[config.mk]
export PLATFORM = sky130hd
export DESIGN_NAME = pipeline_hazard_ctrl_flat
export DESIGN_NICKNAME = d
export VERILOG_FILES = /design/src/rtl/pipeline_hazard_ctrl_pkg.sv /design/src/rtl/pipeline_hazard_ctrl_if.sv /design/src/rtl/pipeline_hazard_ctrl_fwd_select.sv /design/src/rtl/pipeline_hazard_ctrl.sv /design/src/flat_wrapper.sv
export SDC_FILE = /design/constraint.sdc
export NUM_CORES = 1
export LEC_CHECK = 0
export ABC_AREA = 1
export BUFFER_PORTS_ARGS = -buffer_cell sky130_fd_sc_hd__buf_2
export CORE_MARGIN = 4
export CORE_UTILIZATION = 57
export CTS_CLUSTER_DIAMETER = 50
export DETAILED_ROUTE_END_ITERATION = 8
export HOLD_SLACK_MARGIN = 0.15
export PLACE_DENSITY = 0.92
export SETUP_SLACK_MARGIN = 0.3
export SLEW_MARGIN = 20
export SYNTH_ARGS = -nofsm -noshare
export SYNTH_HDL_FRONTEND = slang
export SYNTH_SLANG_ARGS = --single-unit
[constraint.sdc]
create_clock -name clk -period 3.15 [get_ports clk]
set_clock_uncertainty 0.05 [all_clocks]
set_input_delay 0.315 -clock clk [delete_from_list [all_inputs] [get_ports clk]]
set_output_delay 0.315 -clock clk [all_outputs]
set_load 0.05 [all_outputs]
[src/rtl/pipeline_hazard_ctrl_pkg.sv]
// Shared types for the pipeline hazard controller: FSM states, forward-select
// codes, register-index width and the per-stage shadow tag layout.
package pipeline_hazard_ctrl_pkg;

  localparam int REG_W      = 5;
  localparam int CNT_W      = 16;
  localparam int NUM_STAGES = 3;

  // Indices into the shadow-tag array, youngest first.
  localparam int STG_EX  = 0;
  localparam int STG_MEM = 1;
  localparam int STG_WB  = 2;

  typedef logic [REG_W-1:0] reg_idx_t;

  typedef enum logic [1:0] {
    ST_RUN    = 2'd0,
    ST_STALL  = 2'd1,
    ST_FLUSH  = 2'd2,
    ST_FREEZE = 2'd3
  } state_e;

  typedef enum logic [1:0] {
    FWD_RF  = 2'b00,
    FWD_EX  = 2'b01,
    FWD_MEM = 2'b10,
    FWD_WB  = 2'b11
  } fwd_sel_e;

  typedef struct packed {
    logic     valid;
    reg_idx_t dest;
    logic     reg_write;
    logic     load;
  } stage_tag_t;

  // A stage already qualified as a legal forwarding source.
  typedef struct packed {
    logic     ok;
    reg_idx_t dest;
  } fwd_cand_t;

endpackage

[src/rtl/pipeline_hazard_ctrl_if.sv]
// Bundle between the pipeline datapath (master) and the hazard controller
// (slave): ID-stage instruction info, hazard requests and control outputs.
interface pipeline_hazard_ctrl_if;
  import pipeline_hazard_ctrl_pkg::*;

  logic             id_valid;
  reg_idx_t         id_rs;
  reg_idx_t         id_rt;
  logic             id_uses_rs;
  logic             id_uses_rt;
  reg_idx_t         id_dest;
  logic             id_reg_write;
  logic             id_load;
  logic             branch_taken;
  logic             mem_wait;
  logic             stall_count_load;
  logic [CNT_W-1:0] stall_count_val;

  logic             pc_load_en;
  logic             if_id_load_en;
  logic             if_id_flush;
  logic             id_ex_bubble;
  logic             pipe_freeze;
  logic [1:0]       fwd_a_sel;
  logic [1:0]       fwd_b_sel;
  logic [1:0]       state;
  logic [CNT_W-1:0] stall_count;

  modport master (
    output id_valid, id_rs, id_rt, id_uses_rs, id_uses_rt, id_dest,
           id_reg_write, id_load, branch_taken, mem_wait,
           stall_count_load, stall_count_val,
    input  pc_load_en, if_id_load_en, if_id_flush, id_ex_bubble, pipe_freeze,
           fwd_a_sel, fwd_b_sel, state, stall_count
  );

  modport slave (
    input  id_valid, id_rs, id_rt, id_uses_rs, id_uses_rt, id_dest,
           id_reg_write, id_load, branch_taken, mem_wait,
           stall_count_load, stall_count_val,
    output pc_load_en, if_id_load_en, if_id_flush, id_ex_bubble, pipe_freeze,
           fwd_a_sel, fwd_b_sel, state, stall_count
  );

endinterface

[src/rtl/pipeline_hazard_ctrl_fwd_select.sv]
// Forwarding source picker for one ID operand: youngest qualified stage whose
// destination matches the operand wins, otherwise the register file.
module fwd_select
  import pipeline_hazard_ctrl_pkg::*;
(
  input  reg_idx_t  operand_i,
  input  fwd_cand_t ex_i,
  input  fwd_cand_t mem_i,
  input  fwd_cand_t wb_i,
  output fwd_sel_e  sel_o
);

  always_comb begin
    sel_o = FWD_RF;
    if (ex_i.ok && ex_i.dest == operand_i) begin
      sel_o = FWD_EX;
    end else if (mem_i.ok && mem_i.dest == operand_i) begin
      sel_o = FWD_MEM;
    end else if (wb_i.ok && wb_i.dest == operand_i) begin
      sel_o = FWD_WB;
    end
  end

endmodule

[src/rtl/pipeline_hazard_ctrl.sv]
// Pipeline hazard controller: load-use stall, branch flush, memory freeze and
// ID-operand forwarding. Define DELAY_SLOT_EN to execute the branch delay slot.
module pipeline_hazard_ctrl
  import pipeline_hazard_ctrl_pkg::*;
(
  input logic                   clk,
  input logic                   reset,
  pipeline_hazard_ctrl_if.slave hz
);

  stage_tag_t       tag_q [NUM_STAGES];
  state_e           state_q, state_d;
  logic [CNT_W-1:0] stall_count_q, stall_count_d;

  stage_tag_t id_tag;
  fwd_cand_t  cand [NUM_STAGES];
  fwd_sel_e   fwd_a, fwd_b;
  logic       load_use;
  logic       pc_load_en, if_id_load_en, if_id_flush, id_ex_bubble, pipe_freeze;

  always_comb begin
    load_use = 1'b0;
    if (tag_q[STG_EX].valid && tag_q[STG_EX].load && tag_q[STG_EX].dest != '0) begin
      load_use = hz.id_valid &&
                 ((hz.id_uses_rs && hz.id_rs == tag_q[STG_EX].dest) ||
                  (hz.id_uses_rt && hz.id_rt == tag_q[STG_EX].dest));
    end
  end

  // A load sitting in EX has no result yet; the stall covers that case.
  always_comb begin
    for (int i = 0; i < NUM_STAGES; i++) begin
      cand[i].ok   = tag_q[i].valid && tag_q[i].reg_write && tag_q[i].dest != '0;
      cand[i].dest = tag_q[i].dest;
    end
    cand[STG_EX].ok = cand[STG_EX].ok && !tag_q[STG_EX].load;
  end

  fwd_select u_fwd_a (
    .operand_i (hz.id_rs),
    .ex_i      (cand[STG_EX]),
    .mem_i     (cand[STG_MEM]),
    .wb_i      (cand[STG_WB]),
    .sel_o     (fwd_a)
  );

  fwd_select u_fwd_b (
    .operand_i (hz.id_rt),
    .ex_i      (cand[STG_EX]),
    .mem_i     (cand[STG_MEM]),
    .wb_i      (cand[STG_WB]),
    .sel_o     (fwd_b)
  );

  // Controls act in the same cycle as the condition, so they are decoded
  // combinationally; reset forces them to the free-running values.
  always_comb begin
    // NOTE: every signal assigned here gets a default first, so no path through
    // the if/else chain can leave one unassigned and infer a latch.
    pc_load_en    = 1'b1;
    if_id_load_en = 1'b1;
    if_id_flush   = 1'b0;
    id_ex_bubble  = 1'b0;
    pipe_freeze   = 1'b0;
    state_d       = ST_RUN;
    stall_count_d = stall_count_q;
    if (!reset) begin
      if (hz.mem_wait) begin
        pc_load_en    = 1'b0;
        if_id_load_en = 1'b0;
        pipe_freeze   = 1'b1;
        state_d       = ST_FREEZE;
      end else if (load_use) begin
        pc_load_en    = 1'b0;
        if_id_load_en = 1'b0;
        id_ex_bubble  = 1'b1;
        state_d       = ST_STALL;
        if (stall_count_q != '1) begin
          stall_count_d = stall_count_q + CNT_W'(1);
        end
      end else if (hz.branch_taken) begin
`ifdef DELAY_SLOT_EN
        state_d     = ST_RUN;
`else
        if_id_flush = 1'b1;
        state_d     = ST_FLUSH;
`endif
      end
    end
    if (hz.stall_count_load) begin
      stall_count_d = hz.stall_count_val;
    end
  end

  always_comb begin
    id_tag.valid     = hz.id_valid && !id_ex_bubble;
    id_tag.dest      = hz.id_dest;
    id_tag.reg_write = hz.id_reg_write;
    id_tag.load      = hz.id_load;
  end

  always_ff @(posedge clk or posedge reset) begin
    if (reset) begin
      // NOTE: the shadow tags are a handful of flops, not a RAM, so the whole
      // array is cleared; stale valid bits would otherwise fake hazards.
      state_q       <= ST_RUN;
      stall_count_q <= '0;
      tag_q         <= '{default: '0};
    end else begin
      // NOTE: non-blocking assignments let each stage read its neighbour's
      // pre-edge value, which is what makes the shift order-independent.
      state_q       <= state_d;
      stall_count_q <= stall_count_d;
      if (!pipe_freeze) begin
        tag_q[STG_EX]  <= id_tag;
        tag_q[STG_MEM] <= tag_q[STG_EX];
        tag_q[STG_WB]  <= tag_q[STG_MEM];
      end
    end
  end

  assign hz.pc_load_en    = pc_load_en;
  assign hz.if_id_load_en = if_id_load_en;
  assign hz.if_id_flush   = if_id_flush;
  assign hz.id_ex_bubble  = id_ex_bubble;
  assign hz.pipe_freeze   = pipe_freeze;
  assign hz.fwd_a_sel     = fwd_a;
  assign hz.fwd_b_sel     = fwd_b;
  assign hz.state         = state_q;
  assign hz.stall_count   = stall_count_q;

endmodule

[src/flat_wrapper.sv]
// flat-port wrapper written by rule: the top's interface ports become plain ports
module pipeline_hazard_ctrl_flat import pipeline_hazard_ctrl_pkg::*;
  (clk, reset, hz_id_valid, hz_id_rs, hz_id_rt, hz_id_uses_rs, hz_id_uses_rt, hz_id_dest, hz_id_reg_write, hz_id_load, hz_branch_taken, hz_mem_wait, hz_stall_count_load, hz_stall_count_val, hz_pc_load_en, hz_if_id_load_en, hz_if_id_flush, hz_id_ex_bubble, hz_pipe_freeze, hz_fwd_a_sel, hz_fwd_b_sel, hz_state, hz_stall_count);
  pipeline_hazard_ctrl_if hz_i ();
  input logic clk;
  input logic reset;
  input wire logic [$bits(hz_i.id_valid)-1:0] hz_id_valid;
  input wire logic [$bits(hz_i.id_rs)-1:0] hz_id_rs;
  input wire logic [$bits(hz_i.id_rt)-1:0] hz_id_rt;
  input wire logic [$bits(hz_i.id_uses_rs)-1:0] hz_id_uses_rs;
  input wire logic [$bits(hz_i.id_uses_rt)-1:0] hz_id_uses_rt;
  input wire logic [$bits(hz_i.id_dest)-1:0] hz_id_dest;
  input wire logic [$bits(hz_i.id_reg_write)-1:0] hz_id_reg_write;
  input wire logic [$bits(hz_i.id_load)-1:0] hz_id_load;
  input wire logic [$bits(hz_i.branch_taken)-1:0] hz_branch_taken;
  input wire logic [$bits(hz_i.mem_wait)-1:0] hz_mem_wait;
  input wire logic [$bits(hz_i.stall_count_load)-1:0] hz_stall_count_load;
  input wire logic [$bits(hz_i.stall_count_val)-1:0] hz_stall_count_val;
  output wire logic [$bits(hz_i.pc_load_en)-1:0] hz_pc_load_en;
  output wire logic [$bits(hz_i.if_id_load_en)-1:0] hz_if_id_load_en;
  output wire logic [$bits(hz_i.if_id_flush)-1:0] hz_if_id_flush;
  output wire logic [$bits(hz_i.id_ex_bubble)-1:0] hz_id_ex_bubble;
  output wire logic [$bits(hz_i.pipe_freeze)-1:0] hz_pipe_freeze;
  output wire logic [$bits(hz_i.fwd_a_sel)-1:0] hz_fwd_a_sel;
  output wire logic [$bits(hz_i.fwd_b_sel)-1:0] hz_fwd_b_sel;
  output wire logic [$bits(hz_i.state)-1:0] hz_state;
  output wire logic [$bits(hz_i.stall_count)-1:0] hz_stall_count;
  assign hz_i.id_valid = hz_id_valid;
  assign hz_i.id_rs = hz_id_rs;
  assign hz_i.id_rt = hz_id_rt;
  assign hz_i.id_uses_rs = hz_id_uses_rs;
  assign hz_i.id_uses_rt = hz_id_uses_rt;
  assign hz_i.id_dest = hz_id_dest;
  assign hz_i.id_reg_write = hz_id_reg_write;
  assign hz_i.id_load = hz_id_load;
  assign hz_i.branch_taken = hz_branch_taken;
  assign hz_i.mem_wait = hz_mem_wait;
  assign hz_i.stall_count_load = hz_stall_count_load;
  assign hz_i.stall_count_val = hz_stall_count_val;
  assign hz_pc_load_en = hz_i.pc_load_en;
  assign hz_if_id_load_en = hz_i.if_id_load_en;
  assign hz_if_id_flush = hz_i.if_id_flush;
  assign hz_id_ex_bubble = hz_i.id_ex_bubble;
  assign hz_pipe_freeze = hz_i.pipe_freeze;
  assign hz_fwd_a_sel = hz_i.fwd_a_sel;
  assign hz_fwd_b_sel = hz_i.fwd_b_sel;
  assign hz_state = hz_i.state;
  assign hz_stall_count = hz_i.stall_count;
  pipeline_hazard_ctrl u_core (.clk(clk), .reset(reset), .hz(hz_i));
endmodule
==> results of run 1 <==
-- state kept, by name (all words and copies together) (netlist names) --
| name | cells |
|---|---|
| u_core.hz.state | 2 |
| u_core.tag_q | 7 |
| u_core.cand | 15 |
| u_core.hz.stall_count | 16 |
-- final timing paths --
check	startpoint	endpoint	slack [ns]	cells after the start
min reg2reg	u_core.tag_q[7]$_DFFE_PP0N_	u_core.tag_q[7]$_DFFE_PP0N_	0.45	2
min	hz_id_reg_write	u_core.tag_q[17]$_DFFE_PP0N_	0.19	3
max reg2reg	u_core.hz.stall_count[0]$_DFFE_PP0P_	u_core.hz.stall_count[10]$_DFFE_PP0P_	1.15	10
max in group asynchronous	reset	u_core.hz.stall_count[11]$_DFFE_PP0P_	1.77	4
max	reset	hz_if_id_load_en	0.60	8
min in group asynchronous	reset	u_core.hz.state[0]$_DFF_PP0_	0.54	3
-- cells in the final DEF (no fill, tap or decap), types with 2 or more instances in the layout --
cell type    n
a21oi_1      6
buf_2       67
buf_4        2
clkbuf_8     7
dfrtp_1     40
inv_1       39
nand2_1    130
nand2_2      2
nand3_1     30
nand3_2      2
nand4_1      9
nor2_1      24
nor2_4       2
nor3_1       4
o21ai_0     37
or2_2        2
xnor2_1     11
xor2_1      13
-- synth_stat cells, drive strengths merged --
library cell	count
a21oi	6
a31oi	1
buf	3
clkbuf	9
dfrtp	40
ha	1
inv	39
nand2	133
nand3	32
nand4	10
nor2	27
nor3	4
nor4	1
o211ai	1
o21ai	37
or2	2
xnor2	11
xor2	13
-- cell families (layout without fill, tap and decap cells) --
logic type,after synthesis,after routing,share of synthesized area
flip-flops,40,40,0.3885
XOR/XNOR,24,24,0.08159
buffers and inverters,51,117,0.08013
adder cells (fa/ha/maj),1,1,0.004856
AO/OA/AOI/OAI,45,45,0.08888
AND/OR/NAND/NOR,209,209,0.3560
-- repair_timing --
action / 4_1_cts / 5_1_grt
setup endpoints to repair: 0 / 0
hold endpoints to repair: 7 / 0
hold buffers: 1 / 0
-- worst min-delay path, stage by stage --
cell and delay, ns:
buf_2 0.08, nand2_1 0.05, nand2_1 0.05
-- per-layer routing --
metal  vias up  wire (um)  track usage
met5         -          0            0
met4         0        164       0.1029
met3        17        453      0.05073
met2       106       3167       0.4014
met1      1199       2675       0.3106
li1       1309          -            -
-- layout make-up --
| class | instances | area, um2 | share of cell area |
|---|---|---|---|
| Tap cell | 52 | 65.06 | 0.02121 |
| Clock buffer | 7 | 96.34 | 0.03140 |
| Sequential cell | 40 | 1001 | 0.3263 |
| Inverter | 39 | 146.4 | 0.04772 |
| Multi-Input combinational cell | 279 | 1369 | 0.4462 |
| Clock inverter | 1 | 30.03 | 0.009788 |
| Timing Repair Buffer | 70 | 360.3 | 0.1175 |
-- power breakdown --
| part | switching [mW] | total (mW) | leakage [nW] | internal (mW) |
|---|---|---|---|---|
| clock | 0.171 | 0.450 | 0.0645 | 0.279 |
| combinational | 0.283 | 0.411 | 1.10 | 0.128 |
| sequential | 0.0727 | 0.644 | 0.493 | 0.571 |
| total | 0.526 | 1.50 | 1.66 | 0.978 |
-- stage by stage --
stage          std cells    util  setup WS [ns]
2_1_floorplan        370       -         0.7036
3_3_place_gp         479  0.6733          1.189
3_5_place_dp         479  0.6733          1.158
4_1_cts              488  0.7046         0.6523
5_1_grt              488  0.7046         0.4568
6_report             488  0.7046         0.5984
==> flow_summary_export.csv, run 1 <==
group,metric,value,unit
critical_path,path_cells,"dlygate4sd3_1 > buf_2 > nor2_1 > buf_4 > inv_1 > nand2_1 > inv_1 > buf_2",
detailed_routing,first_pass_iters,5,
worst_hold_path,min_path_type,"input port to flip-flop",
detailed_routing,wl,6.460,mm
critical_path,path_max_fanout,27,
detailed_routing,drc,0,
final_layout,drive_above_1_share,0.2018,
final_layout,nets,477,
detailed_routing,routed_via_density,5.391,
power_and_ir_drop,power.leakage,1.660,nW
sta,rsz0062_at_grt,"no",
global_route,grt_pass1_wl,10.60,mm
sta,whs,0.1885,ns
clocking,cts.path.max_buffers,2,
sta,fmax,391.9,MHz
placed_design,place_hpwl,4.806,mm
floorplanning,coreArea,0.004354,mm2
sta,maxSlewViolCount,0,
yosys,avgSynthCellArea,6.963,um2
clocking,cts-resized-gates,0,
placed_design,globalplace.congestion,0.9385,
floorplanning,die_h,75.23,um
critical_path,worstSetupEndpointType,"output pin",
critical_path,max_stage_delay,0.54,ns
sta,worstMarginPinSlew,0.7156,ns
yosys,syn-cell-area,0.002576,mm2
yosys,ys_seq_area_frac,0.3885,
final_layout,area_growth,19.09,%
critical_path,crit_path_start_kind,"input port",
yosys,yosys-top-cells-area,"dfrtp_1 39%, nand2_1 19%, o21ai_0 7.2%, nand3_1 5.8%, inv_1 5.7%",
floorplanning,start_util,0.5917,
final_layout,diodes,0,
critical_path,crit_family,"buffers and inverters",
detailed_routing,antenna_left,0,
final_layout,fill_cells,333,
clocking,htree_num_levels,2,
clocking,cts.sinks,40,
sta,min_period,2.552,ns
clocking,clock_latency,0.29,ns
critical_path,path_class,"input port to output pin",
power_and_ir_drop,irDropWorstVdd,0.0003931,V
yosys,synth_cell_types,25,
floorplanning,die_w,75.23,um
sta,setup_viol_count_final,0,
clocking,root_buffer,"clkbuf_8",
clocking,cts_tree,"built",
global_route,grt_pass1_vias,2416,
global_route,grt_usage,0.2432,
sta,finalCritPeriodShare,0.8100,
sta,relSlewSlack,0.5224,
detailed_routing,wl_per_cell,13.24,um
critical_path,crit_slowest_cell,"dlygate4sd3_1",
critical_path,crit_arrival,2.19,ns
global_route,antenna_found_initial,0,
floorplanning,fp-row-count,24,
critical_path,worstPathRequired,2.78,ns
power_and_ir_drop,finalPower,1.505,mW
power_and_ir_drop,p_per_area,490.4,mW/mm2
critical_path,crit_buf_inv,6,
floorplanning,top_level_ports,68,
clocking,postCtsSetupRepairBufs,0,
detailed_routing,via_count,2631,
clocking,numCtsBuffers,5,
yosys,syn_inst,370,
detailed_routing,first_iter_violations,168,
yosys,synth_nets,412,
placed_design,port_buffers,67,
floorplanning,die_area,0.005660,mm2
sta,hold_violations,0,
global_route,grt_remaining_overflow,0,
yosys,yosysTopAreaCellShare,0.3885,
global_route,grt_max_degree,34,
clocking,cts.clk_slew.worst_paths,0.07,ns
sta,totalNegativeSetupSlack,0,ns
status,status,"completed",
yosys,ys_warn_count,0,
yosys,yosys.area.top_type,"dfrtp_1",
final_layout,finalInstanceArea,0.003068,mm2
run,drv_cap,0,
yosys,ys_seq_elements,40,
placed_design,dpl_cell_area,0.002932,mm2
Power figures use the tool's default switching activity.
==> inputs of run 2 (changes only) <==
--- a/config.mk
+++ b/config.mk
@@ -5,14 +5,14 @@
 export SDC_FILE = /design/constraint.sdc
 export NUM_CORES = 1
 export LEC_CHECK = 0
-export ABC_AREA = 1
+export ABC_AREA = 0
 export BUFFER_PORTS_ARGS = -buffer_cell sky130_fd_sc_hd__buf_2
 export CORE_MARGIN = 4
-export CORE_UTILIZATION = 57
+export CORE_UTILIZATION = 53
 export CTS_CLUSTER_DIAMETER = 50
 export DETAILED_ROUTE_END_ITERATION = 8
 export HOLD_SLACK_MARGIN = 0.15
-export PLACE_DENSITY = 0.92
+export PLACE_DENSITY = 0.87
 export SETUP_SLACK_MARGIN = 0.3
 export SLEW_MARGIN = 20
 export SYNTH_ARGS = -nofsm -noshare
==> constraint.sdc (replaced) <==
create_clock -name clk -period 2.56 [get_ports clk]
set_clock_uncertainty 0.05 [all_clocks]
set_input_delay 0.256 -clock clk [delete_from_list [all_inputs] [get_ports clk]]
set_output_delay 0.256 -clock clk [all_outputs]
set_load 0.05 [all_outputs]
==> flow_summary_export.csv, run 2 <==
group,metric,value,unit
detailed_routing,routed_via_density,5.865,
placed_design,globalplace.congestion,0.8818,
final_layout,final_common_cell,"buf_2",
run,drv_cap,0,
sta,fmax,426.1,MHz
global_route,grt_remaining_overflow,0,
sta,maxSlewViolCount,0,
clocking,htree_num_levels,2,
critical_path,crit_arrival,2.04,ns
yosys,synthFlopType,"dfrtp_1",
critical_path,worstPathRequired,2.25,ns
global_route,grt_usage,0.2540,
floorplanning,fp-row-count,25,
worst_hold_path,min_path_cells,3,
sta,hold_violations,0,
final_layout,drive_above_1_share,0.4337,
final_layout,post-route-util,0.7343,
final_layout,area_growth,32.35,%
yosys,syn-cell-area,0.002673,mm2
critical_path,r2r-start,"u_core.cand[12]$_DFFE_PP0N_",
sta,whs,0.1492,ns
global_route,antenna_found_initial,0,
yosys,avgSynthCellArea,9.898,um2
yosys,ys_seq_area_frac,0.3745,
status,status,"completed",
sta,finalCritPeriodShare,0.9168,
clocking,clock_latency,0.29,ns
yosys,post-synth-top-count-cell,"dfrtp_1",
clocking,numCtsBuffers,5,
final_layout,diodes,0,
detailed_routing,wl_per_cell,17.46,um
power_and_ir_drop,p_per_area,541.6,mW/mm2
floorplanning,start_util,0.5548,
critical_path,path_max_fanout,4,
final_layout,fill_cells,345,
yosys,synth_common_cells,"40 x dfrtp_1, 25 x nand2_1, 21 x mux2_2, 16 x xor2_1, 14 x xnor2_1",
critical_path,path_class,"flip-flop to output pin",
yosys,synth_cell_types,51,
yosys,ys_seq_elements,40,
yosys,async_flop_share,1.000,
sta,totalNegativeSetupSlack,0,ns
critical_path,worstSetupEndpointType,"output pin",
clocking,cts.path.max_buffers,2,
floorplanning,coreArea,0.004817,mm2
yosys,ys_warn_count,0,
placed_design,place_hpwl,5.251,mm
final_layout,largest_reg_flops,16,
clocking,cts.clk_slew.worst_paths,0.08,ns
power_and_ir_drop,finalPower,1.916,mW
floorplanning,die_area,0.006243,mm2
clocking,cts_tree,"built",
power_and_ir_drop,irDropWorstVdd,0.0002483,V
final_layout,area.sequential,0.001006,mm2
worst_hold_path,min-delay-start,"hz_stall_count_val[2]",
yosys,yosys-top-cells-area,"dfrtp_1 37%, mux2_2 8.8%, xor2_1 5.2%, xnor2_1 4.6%, nand2_1 3.5%",
sta,relSlewSlack,0.5787,
sta,rsz0062_at_grt,"yes",
placed_design,port_buffers,67,
yosys,synth_nets,312,
detailed_routing,first_iter_violations,129,
floorplanning,top_level_ports,68,
worst_hold_path,min_path_type,"input port to flip-flop",
power_and_ir_drop,power.leakage,1.451,nW
clocking,root_buffer,"clkbuf_8",
final_layout,final_cell_mix,"59 x buf_2, 36 x dfrtp_1, 25 x nand2_1, 24 x buf_4, 21 x mux2_2",
sta,setup_viol_count_final,0,
global_route,grt_pass1_wl,12.50,mm
final_layout,nets,403,
detailed_routing,wl,7.492,mm
sta,min_period,2.347,ns
detailed_routing,first_pass_iters,4,
critical_path,crit_path_start,"u_core.cand[12]$_DFFE_PP0N_",
detailed_routing,antenna_left,0,
yosys,yosysTopAreaCellShare,0.3745,
yosys,yosys.area.top_type,"dfrtp_1",
detailed_routing,via_count,2516,
floorplanning,die_h,79.01,um
critical_path,crit_path_start_kind,"flip-flop",
global_route,grt_pass1_vias,2584,
critical_path,ff2ff_path_depth,7,
floorplanning,die_w,79.01,um
global_route,grt_max_degree,44,
yosys,syn_inst,270,
final_layout,multiInputGateArea,0.001697,mm2
clocking,cts.sinks,40,
sta,worstMarginPinSlew,0.6261,ns
detailed_routing,drc,0,
yosys,synth_edf_count,0,
[run 2: changes by cell type in the layout (fill, tap and decap cells not counted), moves of 8 or more]
cell,change
nand2_1,-105
nand3_1,-19
o21ai_0,-28
nor2_1,-17
inv_1,-34
nor2b_1,+13
buf_4,+22
o211ai_1,+9
mux2_2,+21
or3_1,+9
buf_2,-8
[run 2: stage by stage]
stage	setup slack (ns)	instances	cell area [um2]
final	0.2130	429	3537
after floorplan	0.2986	270	2713
after CTS	0.2149	426	3453
after global routing	0.1400	429	3537
after global placement	0.3511	398	3095
after detailed placement	0.2651	398	3095
[run 2: worst paths after layout]
kind	to	slack, ns
hold reg to reg	u_core.tag_q[1]$_DFFE_PP0N_	0.46
hold / removal	u_core.hz.stall_count[2]$_DFFE_PP0P_	0.15
setup / recovery	hz_if_id_load_en	0.21
max in group asynchronous	u_core.hz.stall_count[0]$_DFFE_PP0P_	1.38
setup reg to reg	u_core.hz.stall_count[9]$_DFFE_PP0P_	0.27
min in group asynchronous	u_core.hz.state[1]$_DFF_PP0_	0.71
[run 2: final cells by class]
class / instances / area share
Multi-Input combinational cell: 213 / 0.4797
Sequential cell: 40 / 0.2844
Timing Repair Buffer: 95 / 0.1744
Tap cell: 67 / 0.02370
Clock buffer: 6 / 0.02052
Clock inverter: 2 / 0.009904
Inverter: 6 / 0.007428
[run 2: critical path: stages, from the launching register on]
cell       delay, ns
dfrtp_1         0.43
or4_4           0.59
o2111ai_4       0.24
nand2b_4        0.19
a21o_4          0.14
buf_8           0.14
[run 2: timing repair]
| action | 4_1_cts | 5_1_grt |
|---|---|---|
| hold endpoints to repair | 43 | 0 |
| pin swaps | 10 | 10 |
| buffers inserted | 16 | 3 |
| endpoints found under the setup margin | 19 | 22 |
| hold buffers | 4 | 0 |
| resized for setup | 27 | 12 |
[run 2: layer usage]
layer / routed length [um] / vias up / GRT usage
met3: 455 / 20 / 0.04875
met5: 0 / - / 0
met2: 3878 / 112 / 0.4520
met4: 195 / 0 / 0.09450
li1: - / 1178 / -
met1: 2962 / 1206 / 0.3025
[run 2: power breakdown]
part / internal [mW] / switching, mW
Clock: 0.290 / 0.228
Combinational: 0.251 / 0.357
Sequential: 0.701 / 0.0886
Total: 1.24 / 0.673
[run 2: cells by family (layout without fill, tap and decap cells)]
| family | after synthesis | after routing | synth area share |
|---|---|---|---|
| xor+xnor | 30 | 30 | 0.09831 |
| flops | 40 | 40 | 0.3745 |
| fa+ha+maj | 1 | 1 | 0.004681 |
| buf+inv | 17 | 109 | 0.03277 |
| mux | 21 | 21 | 0.08848 |
| compound gates | 52 | 52 | 0.1597 |
| simple gates | 109 | 109 | 0.2416 |
